`src/rtl/shiftout_chain_pkg.sv`:
```
// Shared types and helpers for the shiftout_chain serialiser.
package shiftout_chain_pkg;

    // Engine states, in the order a frame walks through them.
    typedef enum logic [2:0] {
        ST_IDLE,
        ST_LOAD,
        ST_LOW,
        ST_HIGH,
        ST_SETUP,
        ST_LATCH
    } state_t;

    // Half period of SHIFT_CLOCK in system clocks. It never drops below one cycle.
    function automatic int calc_half(input int clk_freq, input int frequency);
        int h;
        h = clk_freq / (2 * frequency);
        return (h < 1) ? 1 : h;
    endfunction

endpackage

```
`src/rtl/shiftout_chain_if.sv`:
```
// Frame handshake between the display logic (master) and the serialiser (slave).
interface shiftout_chain_if #(
    parameter int WIDTH = 32
) ();
    logic [WIDTH-1:0] in_data;
    logic             in_valid;
    logic             in_ready;

    modport master (output in_data, output in_valid, input in_ready);
    modport slave  (input in_data, input in_valid, output in_ready);
endinterface

```
`src/rtl/shiftout_chain_clkdiv.sv`:
```
// Half-period tick generator. The tick fires on the last cycle of each half period.
// Holding clear keeps the count at zero, so every timed state starts a full half period.
module shiftout_chain_clkdiv #(
    parameter int HALF = 1
) (
    input  logic clk,
    input  logic srst,
    input  logic clear,
    output logic tick
);
    localparam int CW = $clog2(HALF + 1);
    localparam logic [CW-1:0] TERM = CW'(HALF - 1);

    logic [CW-1:0] cnt_reg;

    assign tick = !clear && (cnt_reg == TERM);

    // Count up to the terminal value, then reload to zero on the same cycle.
    always_ff @(posedge clk) begin
        if (srst || clear) begin
            cnt_reg <= '0;
        end else if (cnt_reg == TERM) begin
            cnt_reg <= '0;
        end else begin
            cnt_reg <= cnt_reg + CW'(1);
        end
    end
endmodule

```
`src/rtl/shiftout_chain.sv`:
```
// Serialises frames into CHANNELS parallel 74HC595-style chains. The chains share one
// shift clock and one latch. A one-word pending buffer lets the next frame queue up
// while the current one is being shifted out.
module shiftout_chain
    import shiftout_chain_pkg::*;
#(
    parameter int CLK_FREQ     = 12_000_000,
    parameter int FREQUENCY    = 1_000_000,
    parameter int DATA_WIDTH   = 32,        // must be >= 2
    parameter int CHANNELS     = 1,
    parameter int MSB_FIRST    = 1,
    parameter int LATCH_CYCLES = 2          // must be >= 1
) (
    input  logic                ICE_CLK,
    input  logic                RESET,
    shiftout_chain_if.slave     host,
    output logic                SHIFT_CLOCK,
    output logic                SHIFT_LATCH,
    output logic [CHANNELS-1:0] SHIFT_DATA,
    output logic                busy,
    output logic                done
);
    localparam int HALF = calc_half(CLK_FREQ, FREQUENCY);
    localparam int FW   = CHANNELS * DATA_WIDTH;
    localparam int BW   = $clog2(DATA_WIDTH + 1);
    localparam int LW   = $clog2(LATCH_CYCLES + 1);
    localparam logic [BW-1:0] LAST_BIT   = BW'(DATA_WIDTH - 1);
    localparam logic [LW-1:0] LATCH_LAST = LW'(LATCH_CYCLES - 1);

    state_t                state_reg, state_next;
    logic [FW-1:0]         pending_reg, pending_next;
    logic                  full_reg, full_next;
    logic [FW-1:0]         shift_reg, shift_next;
    logic [BW-1:0]         bit_cnt_reg, bit_cnt_next;
    logic [LW-1:0]         latch_cnt_reg, latch_cnt_next;
    logic                  shift_clock_reg, shift_clock_next;
    logic                  shift_latch_reg, shift_latch_next;
    logic [CHANNELS-1:0]   shift_data_reg, shift_data_next;
    logic                  done_reg, done_next;

    logic                  tick;
    logic                  div_clear;
    logic [CHANNELS-1:0]   first_bits;
    logic [CHANNELS-1:0]   next_bits;
    logic [FW-1:0]         shifted_word;

    // The divider runs only while the shift clock is being timed.
    assign div_clear = !((state_reg == ST_LOW) || (state_reg == ST_HIGH) || (state_reg == ST_SETUP));

    shiftout_chain_clkdiv #(.HALF(HALF)) u_clkdiv (
        .clk   (ICE_CLK),
        .srst  (RESET),
        .clear (div_clear),
        .tick  (tick)
    );

    // Per-channel bit selection and shift direction.
    genvar gi;
    generate
        for (gi = 0; gi < CHANNELS; gi++) begin : g_chan
            logic [DATA_WIDTH-1:0] word;
            assign word = shift_reg[gi*DATA_WIDTH +: DATA_WIDTH];
            if (MSB_FIRST != 0) begin : g_msb
                assign first_bits[gi] = word[DATA_WIDTH-1];
                assign next_bits[gi]  = word[DATA_WIDTH-2];
                assign shifted_word[gi*DATA_WIDTH +: DATA_WIDTH] = {word[DATA_WIDTH-2:0], 1'b0};
            end else begin : g_lsb
                assign first_bits[gi] = word[0];
                assign next_bits[gi]  = word[1];
                assign shifted_word[gi*DATA_WIDTH +: DATA_WIDTH] = {1'b0, word[DATA_WIDTH-1:1]};
            end
        end
    endgenerate

    // State and output registers. RESET aborts a frame with no latch pulse.
    always_ff @(posedge ICE_CLK) begin
        if (RESET) begin
            state_reg       <= ST_IDLE;
            pending_reg     <= '0;
            full_reg        <= 1'b0;
            shift_reg       <= '0;
            bit_cnt_reg     <= '0;
            latch_cnt_reg   <= '0;
            shift_clock_reg <= 1'b0;
            shift_latch_reg <= 1'b0;
            shift_data_reg  <= '0;
            done_reg        <= 1'b0;
        end else begin
            state_reg       <= state_next;
            pending_reg     <= pending_next;
            full_reg        <= full_next;
            shift_reg       <= shift_next;
            bit_cnt_reg     <= bit_cnt_next;
            latch_cnt_reg   <= latch_cnt_next;
            shift_clock_reg <= shift_clock_next;
            shift_latch_reg <= shift_latch_next;
            shift_data_reg  <= shift_data_next;
            done_reg        <= done_next;
        end
    end

    // Buffer accept/pop and the frame sequencer.
    always_comb begin
        state_next       = state_reg;
        pending_next     = pending_reg;
        full_next        = full_reg;
        shift_next       = shift_reg;
        bit_cnt_next     = bit_cnt_reg;
        latch_cnt_next   = latch_cnt_reg;
        shift_clock_next = shift_clock_reg;
        shift_latch_next = shift_latch_reg;
        shift_data_next  = shift_data_reg;
        done_next        = 1'b0;

        // Accept and pop never coincide: accept needs the buffer empty and pop needs it full.
        if (host.in_valid && !full_reg) begin
            pending_next = host.in_data;
            full_next    = 1'b1;
        end

        case (state_reg)
            ST_IDLE: begin
                if (full_reg) begin
                    shift_next = pending_reg;
                    full_next  = 1'b0;
                    state_next = ST_LOAD;
                end
            end
            ST_LOAD: begin
                shift_data_next = first_bits;
                bit_cnt_next    = LAST_BIT;
                state_next      = ST_LOW;
            end
            ST_LOW: begin
                if (tick) begin
                    shift_clock_next = 1'b1;
                    state_next       = ST_HIGH;
                end
            end
            ST_HIGH: begin
                if (tick) begin
                    // Clock falls and the next bit appears on the same edge.
                    shift_clock_next = 1'b0;
                    if (bit_cnt_reg == '0) begin
                        state_next = ST_SETUP;
                    end else begin
                        bit_cnt_next    = bit_cnt_reg - BW'(1);
                        shift_next      = shifted_word;
                        shift_data_next = next_bits;
                        state_next      = ST_LOW;
                    end
                end
            end
            ST_SETUP: begin
                if (tick) begin
                    shift_latch_next = 1'b1;
                    latch_cnt_next   = '0;
                    state_next       = ST_LATCH;
                end
            end
            ST_LATCH: begin
                if (latch_cnt_reg == LATCH_LAST) begin
                    shift_latch_next = 1'b0;
                    done_next        = 1'b1;
                    // A queued frame goes straight to LOAD so no idle cycle is inserted.
                    if (full_reg) begin
                        shift_next = pending_reg;
                        full_next  = 1'b0;
                        state_next = ST_LOAD;
                    end else begin
                        state_next = ST_IDLE;
                    end
                end else begin
                    latch_cnt_next = latch_cnt_reg + LW'(1);
                end
            end
            default: begin
                state_next = ST_IDLE;
            end
        endcase
    end

    assign host.in_ready = !full_reg;
    assign SHIFT_CLOCK   = shift_clock_reg;
    assign SHIFT_LATCH   = shift_latch_reg;
    assign SHIFT_DATA    = shift_data_reg;
    assign busy          = (state_reg != ST_IDLE) || full_reg;
    assign done          = done_reg;
endmodule
```
`src/flat_wrapper.sv`:
```
// flat-port wrapper written by rule: the top's interface ports become plain ports
module shiftout_chain_flat import shiftout_chain_pkg::*;
#(
    parameter int CLK_FREQ     = 12_000_000,
    parameter int FREQUENCY    = 1_000_000,
    parameter int DATA_WIDTH   = 32,                       
    parameter int CHANNELS     = 1,
    parameter int MSB_FIRST    = 1,
    parameter int LATCH_CYCLES = 2                         
)
  (ICE_CLK, RESET, SHIFT_CLOCK, SHIFT_LATCH, SHIFT_DATA, busy, done, host_in_data, host_in_valid, host_in_ready);
  shiftout_chain_if host_i ();
  input  logic ICE_CLK;
  input  logic RESET;
  output logic SHIFT_CLOCK;
  output logic SHIFT_LATCH;
  output logic [CHANNELS-1:0] SHIFT_DATA;
  output logic busy;
  output logic done;
  input wire logic [$bits(host_i.in_data)-1:0] host_in_data;
  input wire logic [$bits(host_i.in_valid)-1:0] host_in_valid;
  output wire logic [$bits(host_i.in_ready)-1:0] host_in_ready;
  assign host_i.in_data = host_in_data;
  assign host_i.in_valid = host_in_valid;
  assign host_in_ready = host_i.in_ready;
  shiftout_chain #(.CLK_FREQ(CLK_FREQ), .FREQUENCY(FREQUENCY), .DATA_WIDTH(DATA_WIDTH), .CHANNELS(CHANNELS), .MSB_FIRST(MSB_FIRST), .LATCH_CYCLES(LATCH_CYCLES)) u_core (.ICE_CLK(ICE_CLK), .RESET(RESET), .host(host_i), .SHIFT_CLOCK(SHIFT_CLOCK), .SHIFT_LATCH(SHIFT_LATCH), .SHIFT_DATA(SHIFT_DATA), .busy(busy), .done(done));
endmodule
```
`config.mk`:
```
export PLATFORM = sky130hd
export DESIGN_NAME = shiftout_chain_flat
export DESIGN_NICKNAME = d
export VERILOG_FILES = /design/src/rtl/shiftout_chain_pkg.sv /design/src/rtl/shiftout_chain_if.sv /design/src/rtl/shiftout_chain_clkdiv.sv /design/src/rtl/shiftout_chain.sv /design/src/flat_wrapper.sv
export SDC_FILE = /design/constraint.sdc
export NUM_CORES = 1
export LEC_CHECK = 0
export BUFFER_PORTS_ARGS = -buffer_cell sky130_fd_sc_hd__buf_2
export CAP_MARGIN = 15
export CORE_UTILIZATION = 45
export CTS_BUF_LIST = sky130_fd_sc_hd__clkbuf_16
export DETAILED_ROUTE_END_ITERATION = 7
export PLACE_DENSITY = 0.76
export SLEW_MARGIN = 10
export SYNTH_ARGS = -nofsm -noshare
export SYNTH_HDL_FRONTEND = slang
export SYNTH_SLANG_ARGS = --single-unit
```
`constraint.sdc`:
```
create_clock -name ICE_CLK -period 3.3 [get_ports ICE_CLK]
set_input_delay 0.495 -clock ICE_CLK [delete_from_list [all_inputs] [get_ports ICE_CLK]]
set_output_delay 0.495 -clock ICE_CLK [all_outputs]
set_load 0.005 [all_outputs]
```
==> impl_metrics.ini, run 1 <==
[sta]
worst_pin_slew_ps = 1050
max-slew-margin-rel = 0.301
setup_ws_ps = 877
rsz0062_at_grt = false
fin_tns_setup_ps = 0
period_share = 0.734
fmax_mhz = 413
fin_crit_ps = 2420
slew_violations = 0
hold_ws_ps = 395
finClkSkew_ps = 6.01
hold_viol = 0
setup_viol = 0

[synth]
synth.area.top_cells = dfxtp_1, a211oi_2, mux2i_1
synth-xor-area-share = 0.00226
synth_compound_gate_area_share = 0.250
ys_types = 48
ys.flop_type = dfxtp_1
synth_most_common_cell = dfxtp_1
syn_inst = 423
synthesis.nets = 463
syn_area_um2 = 3880
synth_top_family_by_area = compound AO/OA/AOI/OAI gates
seq_area_frac_synth = 0.428
synth_mux_area_frac = 0.0851
avgSynthCellArea_um2 = 9.18
yosysTopAreaCell = dfxtp_1
async_flop_share = 0
synth-warning-count = 0
synth-simple-area-share = 0.159
synth_common_cells = dfxtp_1, nand2_1, a21oi_1
synth-seq-cells = 83
synthAdderAreaFrac = 0.0161
synth_edf_count = 0
netlist.area_leader.share = 0.428

[worst_setup_path]
crit_fanout = 34
crit_chain = or4b_1 -> o211ai_2 -> buf_4 -> and3_1 -> buf_4 -> a211oi_2
cp_num_cells = 6
r2r_end = u_core.g_chan[0].word[22]
critPathLaunch = u_core.state_reg[0]
ff2ff_path_depth = 6
worstPathRequired_ps = 3500
crit_type = register to register
slowest_delay_ps = 590
crit_family = simple AND/OR/NAND/NOR gates
cpMaxStageDelayCell = or4b_1
r2r_slack_ps = 880
cpMostUsedCell = buf_4
end_kind = register
arrival_ps = 2620
r2r-start = u_core.state_reg[0]
cp.buffers_inverters = 2
start_kind = register

[flow_run]
drv_cap = 0

[routing]
wl_met2_um = 3810
wl_um = 7990
wl_met1_um = 3830
route.met3.wl_um = 314
detail_route.iter0.violations = 191
via_per_inst = 5.59
ant_nets = 0
maxUsedRoutingLayer = met4
vias = 3101
first_pass_iters = 4
drc = 0
detail_route.wl_per_cell_um = 14.4

[hold_path]
min_path_type = input port to register
hold_depth = 3
holdPathEnd = u_core.pending_reg[22]
hp-start = host_in_data[22]

[place]
place_ws_ps = 911
placed_area_um2 = 4060
dp_hpwl_um = 5160
io_buffers = 40
gp_congestion = 0.851

[cells_and_area]
nets = 485
drive_gt1_frac = 0.220
fin_area_um2 = 4340
area_growth_syn_to_layout_pct = 11.9
num_antenna_cells = 0

[die]
core_um2 = 8300
die_w_um = 94.9
rows = 33
start_util = 0.468
pin_count = 41
dieHeight_um = 94.9
die_area_um2 = 9000

[clock_network]
cts_tree = built
cts.sinks = 83
cts_htree_levels = 3
ctsResizeCount = 0
numCtsBuffers = 9
clk_pin_slew_ps = 60
clk_path_buf_depth = 2
ctsHoldBuffers = 0
insertion_delay_ps = 330
post_cts_buffers = 0
ctsRootBufferMaster = clkbuf_16

[pwr]
ir_drop_uv = 301
switching_share = 0.288
p_clk_frac = 0.371
seq_power_share = 0.467
p_leak_nw = 1.60
p_total_mw = 2.50
p_sw_mw = 0.721
combPwrFrac = 0.162
p_int_mw = 1.78
power.density_nw_per_um2 = 575

[global_route]
antenna_found_initial = 0
grt_pass1_wl_um = 13200
grt_max_degree = 35
grt_usage = 0.189
grt_remaining_overflow = 0
grt_pass1_vias = 2889

[outcome]
outcome = completed
## how the worst max path moves through the flow
| stage | end | slack [ps] |
|---|---|---|
| after floorplan | u_core.g_chan[0].word[10] | 1590 |
| after global placement | u_core.g_chan[0].word[16] | 980 |
| after detailed placement | u_core.g_chan[0].word[18] | 910 |
| after CTS | u_core.g_chan[0].word[18] | 910 |
| after global routing | u_core.g_chan[0].word[27] | 770 |
| final | u_core.g_chan[0].word[22] | 880 |
## cell usage in the layout (no fill, tap or decap), drive strengths merged, types with 2 or more instances in the layout
master,netlist,final
dfxtp,83,83
nand2,78,78
buf,14,48
a21oi,39,39
a211oi,38,38
mux2i,33,33
a31oi,32,32
nor2,18,18
clkbuf,23,9
inv,6,8
nand3,7,7
ha,5,5
nor3,5,5
nand2b,4,4
clkinvlp,0,4
or3,3,3
nor2b,3,3
o21ai,3,3
nand3b,2,2
and3,2,2
and2,2,2
a311oi,2,2
a2bb2oi,2,2
## per-stage QoR
stage | utilization | cells
2_1_floorplan | - | 423
3_3_place_gp | 0.490 | 539
3_5_place_dp | 0.490 | 539
4_1_cts | 0.523 | 555
5_1_grt | 0.523 | 555
6_report | 0.523 | 555
## per-layer routing
metal,vias up,global-route usage
met1,1467,0.235
met2,56,0.315
met4,0,0.0518
li1,1576,-
met3,2,0.0588
met5,-,0
## power groups by stage
stage / clock network [mW] / logic, mW / registers, mW
3_3_place_gp: 0 / 0.391 / 1.18
6_report: 0.927 / 0.405 / 1.17
3_5_place_dp: 0 / 0.405 / 1.19
2_1_floorplan: 0 / 0.363 / 1.16
4_1_cts: 0.954 / 0.407 / 1.16
5_1_grt: 0.994 / 0.448 / 1.18
## worst min-delay path, delay by kind of cell
family	cells	cell delay (ps)
compound gates	1	50
buf+inv	1	100
simple gates	1	40
## cell families after synthesis
family                   count (synthesis)
AO/OA/AOI/OAI                          126
XOR/XNOR                                 1
adder cells (fa/ha/maj)                  5
buffers and inverters                   43
flip-flops                              83
multiplexers                            33
AND/OR/NAND/NOR                        132
## final cells by class
class                           count  area [um2]
Fill cell                         766        3960
Clock buffer                        9         225
Timing Repair Buffer               48         260
Tap cell                          105         131
Clock inverter                      7        52.6
Sequential cell                    83        1660
Multi-Input combinational cell    297        1990
Inverter                            6        22.5
No activity file was read; power rests on OpenSTA's default activity.
==> inputs of run 2 (changes only) <==
Clock period 3.3 ns to 2.3 ns, I/O delays scaled along.
==> run 2 against run 1 <==
Highest routed layer unchanged. Clock power grew 64%. Largest power group unchanged. Clock skew is 2.6 ps higher. Combinational power increased by 55%. Register-to-register slack got worse by 580 ps. Final area increased by 2.4%. Fmax increased by 21%. Via count barely moved. Critical path type unchanged. Final cell count rose by 0.90%. Sequential power rose by 42%.
==> impl_metrics.ini, run 2 (synthesis results as in run 1) <==
[die]
die_area_um2 = 9000
pin_count = 41
start_util = 0.468
die_w_um = 94.9
core_um2 = 8300
rows = 33
dieHeight_um = 94.9

[sta]
worst_pin_slew_ps = 515
setup_viol = 0
fin_tns_setup_ps = 0
slew_violations = 0
rsz0062_at_grt = false
finClkSkew_ps = 8.57
hold_viol = 0
hold_ws_ps = 243
fin_crit_ps = 2000
fmax_mhz = 499
max-slew-margin-rel = 0.656
period_share = 0.870

[hold_path]
hold_depth = 3
min_path_type = input port to register
holdPathEnd = u_core.pending_reg[21]
hp-start = host_in_data[21]

[global_route]
antenna_found_initial = 0
grt_max_degree = 71
grt_pass1_wl_um = 13600
grt_remaining_overflow = 0
grt_pass1_vias = 3019
grt_usage = 0.194

[pwr]
p_sw_mw = 1.02
p_leak_nw = 1.67
switching_share = 0.268
p_int_mw = 2.78
ir_drop_uv = 469
combPwrFrac = 0.165
p_clk_frac = 0.399
seq_power_share = 0.436
p_total_mw = 3.80
power.density_nw_per_um2 = 855

[worst_setup_path]
arrival_ps = 2250
crit_family = simple AND/OR/NAND/NOR gates
cp_num_cells = 7
worstPathRequired_ps = 2550
slowest_delay_ps = 440
end_kind = register
r2r_end = u_core.g_chan[0].word[18]
r2r-start = u_core.bit_cnt_reg[0]
cp.buffers_inverters = 2
ff2ff_path_depth = 7
crit_type = register to register
cpMaxStageDelayCell = nor2b_1
crit_fanout = 31
r2r_slack_ps = 300
start_kind = register
crit_chain = inv_1 -> ha_1 -> nor2b_1 -> nand3_4 -> and3_1 -> buf_12 -> a211oi_2

[routing]
detail_route.iter0.violations = 162
ant_nets = 0
drc = 0
vias = 3098
detail_route.wl_per_cell_um = 14.7
wl_um = 8240
via_per_inst = 5.53
first_pass_iters = 4

[cells_and_area]
fin_area_um2 = 4450
drive_gt1_frac = 0.229
multi_input_area_um2 = 1990
final_cell_mix = dfxtp_1, nand2_1, buf_2
ff_latch_area_um2 = 1660
layout_commonest_cell = dfxtp_1
num_antenna_cells = 0
nets = 491
num-fill-cells = 770
area_growth_syn_to_layout_pct = 14.6

[clock_network]
insertion_delay_ps = 340
post_cts_buffers = 0
clk_path_buf_depth = 2
cts_htree_levels = 3
ctsRootBufferMaster = clkbuf_16
ctsHoldBuffers = 0
numCtsBuffers = 9
ctsResizeCount = 0
cts.sinks = 83
clk_pin_slew_ps = 60
cts_tree = built

[place]
placed_area_um2 = 4130
io_buffers = 40
gp_congestion = 0.883
dp_hpwl_um = 5360

[outcome]
outcome = completed

[flow_run]
drv_cap = 0
run 2: changes by cell type in the layout (fill, tap and decap cells not counted), sizes merged:
| cell | delta |
|---|---|
| clkinvlp | -4 |
| clkinv | +1 |
| bufinv | +2 |
| buf | +6 |
run 2: how the worst max path moves through the flow:
stage / startpoint / end
6_report: u_core.bit_cnt_reg[0] / u_core.g_chan[0].word[18]
5_1_grt: u_core.bit_cnt_reg[0] / u_core.g_chan[0].word[12]
4_1_cts: u_core.bit_cnt_reg[0] / u_core.g_chan[0].word[18]
3_5_place_dp: u_core.bit_cnt_reg[0] / u_core.g_chan[0].word[16]
3_3_place_gp: u_core.bit_cnt_reg[0] / u_core.g_chan[0].word[16]
2_1_floorplan: u_core.bit_cnt_reg[0] / u_core.g_chan[0].word[10]
run 2: power by group through the flow:
stage          clock network, mW  registers [mW]  logic, mW
6_report                    1.52            1.66      0.628
3_3_place_gp                   0            1.68      0.602
2_1_floorplan                  0            1.66      0.521
5_1_grt                     1.61            1.67      0.697
4_1_cts                     1.55            1.66      0.629
3_5_place_dp                   0            1.69      0.625
run 2: area by class of cell:
cell class	count	area share
Timing Repair Buffer	54	0.0743
Clock inverter	6	0.0197
Tap cell	105	0.0295
Sequential cell	83	0.374
Multi-Input combinational cell	297	0.447
Inverter	6	0.00506
Clock buffer	9	0.0506
run 2: routing by layer:
| metal | share of wire | track usage |
|---|---|---|
| met2 | 0.48 | 0.326 |
| met3 | 0.031 | 0.0419 |
| met4 | 0.015 | 0.0871 |
| met1 | 0.47 | 0.237 |
| met5 | 0 | 0 |
run 2: worst min-delay path, delay by kind of cell:
kind | cells | cell delay [ps]
buffers and inverters | 1 | 90
and+or+nand+nor | 1 | 40
AOI/OAI and AO/OA | 1 | 50
run 2: stage by stage:
step           instances  worst slack (ps)   util
2_1_floorplan        423               589      -
3_3_place_gp         545               382  0.498
3_5_place_dp         545               302  0.498
4_1_cts              560               309  0.536
5_1_grt              560               107  0.536
6_report             560               298  0.536
==> inputs of run 3 (changes only) <==
Settings changed: PLACE_DENSITY 0.76 to 0.73.
==> run 3 against run 2 <==
Critical path depth shrank 2. Non-clock buffer count is the same. Clock skew decreased by 1.3 ps. Highest routed layer unchanged. Largest cell class unchanged. Flip-flop and latch count unchanged. Final cell count is 0.18% higher. Clock-buffer cell count unchanged. Global-route usage decreased by 0.38 points. Worst setup slack improved by 61 ps. Combinational power down 1%. Register-to-register slack improved by 110 ps. Clock power fell by 11%. Via count is 2.1% higher.
==> impl_metrics.ini, run 3 (synthesis results as in run 1) <==
[sta]
finClkSkew_ps = 7.29
fin_crit_ps = 1940
hold_ws_ps = 236
slew_violations = 0
setup_ws_ps = 359
max-slew-margin-rel = 0.598
period_share = 0.844
hold_viol = 0
setup_viol = 0
fin_tns_setup_ps = 0
fmax_mhz = 515
worst_pin_slew_ps = 601
rsz0062_at_grt = false

[routing]
first_pass_iters = 4
detail_route.iter0.violations = 217
drc = 0
detail_route.wl_per_cell_um = 14.5
ant_nets = 0
vias = 3164
via_per_inst = 5.64
wl_um = 8110

[die]
core_um2 = 8300
pin_count = 41
die_area_um2 = 9000
start_util = 0.468
dieHeight_um = 94.9
rows = 33
die_w_um = 94.9

[global_route]
grt_pass1_wl_um = 13400
grt_usage = 0.191
grt_pass1_vias = 2984
grt_remaining_overflow = 0
grt_max_degree = 50
antenna_found_initial = 0

[pwr]
combPwrFrac = 0.170
switching_share = 0.291
p_clk_frac = 0.374
p_sw_mw = 1.06
ir_drop_uv = 527
seq_power_share = 0.455
p_int_mw = 2.58
power.density_nw_per_um2 = 825
p_leak_nw = 1.64
p_total_mw = 3.64

[place]
io_buffers = 40
place_ws_ps = 441
placed_area_um2 = 4130
dp_hpwl_um = 5320
gp_congestion = 0.852

[cells_and_area]
num_antenna_cells = 0
nets = 491
fin_area_um2 = 4420
area_growth_syn_to_layout_pct = 13.8
final_cell_mix = dfxtp_1, nand2_1, buf_2
layout_commonest_cell = dfxtp_1
drive_gt1_frac = 0.230

[worst_setup_path]
crit_chain = buf_4 -> nor2_1 -> nand2_1 -> or2_2 -> buf_2
slowest_delay_ps = 370
crit_fanout = 11
arrival_ps = 1600
start_kind = register
end_kind = output pin
crit_family = simple AND/OR/NAND/NOR gates
cpMaxStageDelayCell = dfxtp_1
crit_type = register to output pin
worstPathRequired_ps = 1960
cp.buffers_inverters = 2

[clock_network]
cts_htree_levels = 3
clk_pin_slew_ps = 70
ctsRootBufferMaster = clkbuf_16
numCtsBuffers = 9
clk_path_buf_depth = 2
insertion_delay_ps = 340
cts_tree = built
ctsHoldBuffers = 0
ctsResizeCount = 0
cts.sinks = 83
post_cts_buffers = 0

[outcome]
outcome = completed

[hold_path]
min_path_type = input port to register

[flow_run]
drv_cap = 0
run 3: cell types whose count changed in the layout (fill, tap and decap cells not counted), sizes merged:
| cell | delta |
|---|---|
| clkinv | -2 |
| clkinvlp | +4 |
| inv | +1 |
| bufinv | -2 |
run 3: area by class of cell:
| type | instances | area, um2 |
|---|---|---|
| clock buffers | 9 | 225 |
| clock inverters | 7 | 58.8 |
| fillers | 743 | 3880 |
| inverters | 6 | 22.5 |
| multi-input cells | 297 | 1990 |
| flip-flops and latches | 83 | 1660 |
| well taps | 105 | 131 |
| repair buffers | 54 | 330 |
run 3: layer usage:
layer	vias to the layer above	wire length (um)	track usage
met2	63	3790	0.308
li1	1583	-	-
met4	0	87	0.0783
met3	8	422	0.0443
met1	1510	3810	0.244
met5	-	0	0
run 3: worst paths after layout:
path,from,slack (ps),depth (start not counted),to
worst min register to register,u_core.u_clkdiv.cnt_reg[0],460,1,u_core.u_clkdiv.cnt_reg[0]
worst min-delay path,host_in_data[20],240,3,u_core.pending_reg[20]
worst max register to register,u_core.bit_cnt_reg[0],410,7,u_core.g_chan[0].word[4]
worst max-delay path,u_core.state_reg[0],360,5,busy
run 3: through the flow:
| step | cells | util |
|---|---|---|
| floorplan | 423 | - |
| global placement | 545 | 0.498 |
| detailed placement | 545 | 0.498 |
| CTS | 561 | 0.532 |
| global route | 561 | 0.532 |
| finish | 561 | 0.532 |
run 3: tightest hold or removal path, delay by kind of cell:
kind | cells | cell delay, ps
compound gates | 1 | 50
buf+inv | 1 | 100
simple gates | 1 | 40
run 3: power groups by stage:
stage / Clock [mW] / Sequential (mW) / Combinational, mW
floorplan: 0 / 1.66 / 0.521
global placement: 0 / 1.68 / 0.601
detailed placement: 0 / 1.69 / 0.619
CTS: 1.40 / 1.66 / 0.622
global route: 1.45 / 1.67 / 0.683
finish: 1.36 / 1.66 / 0.621
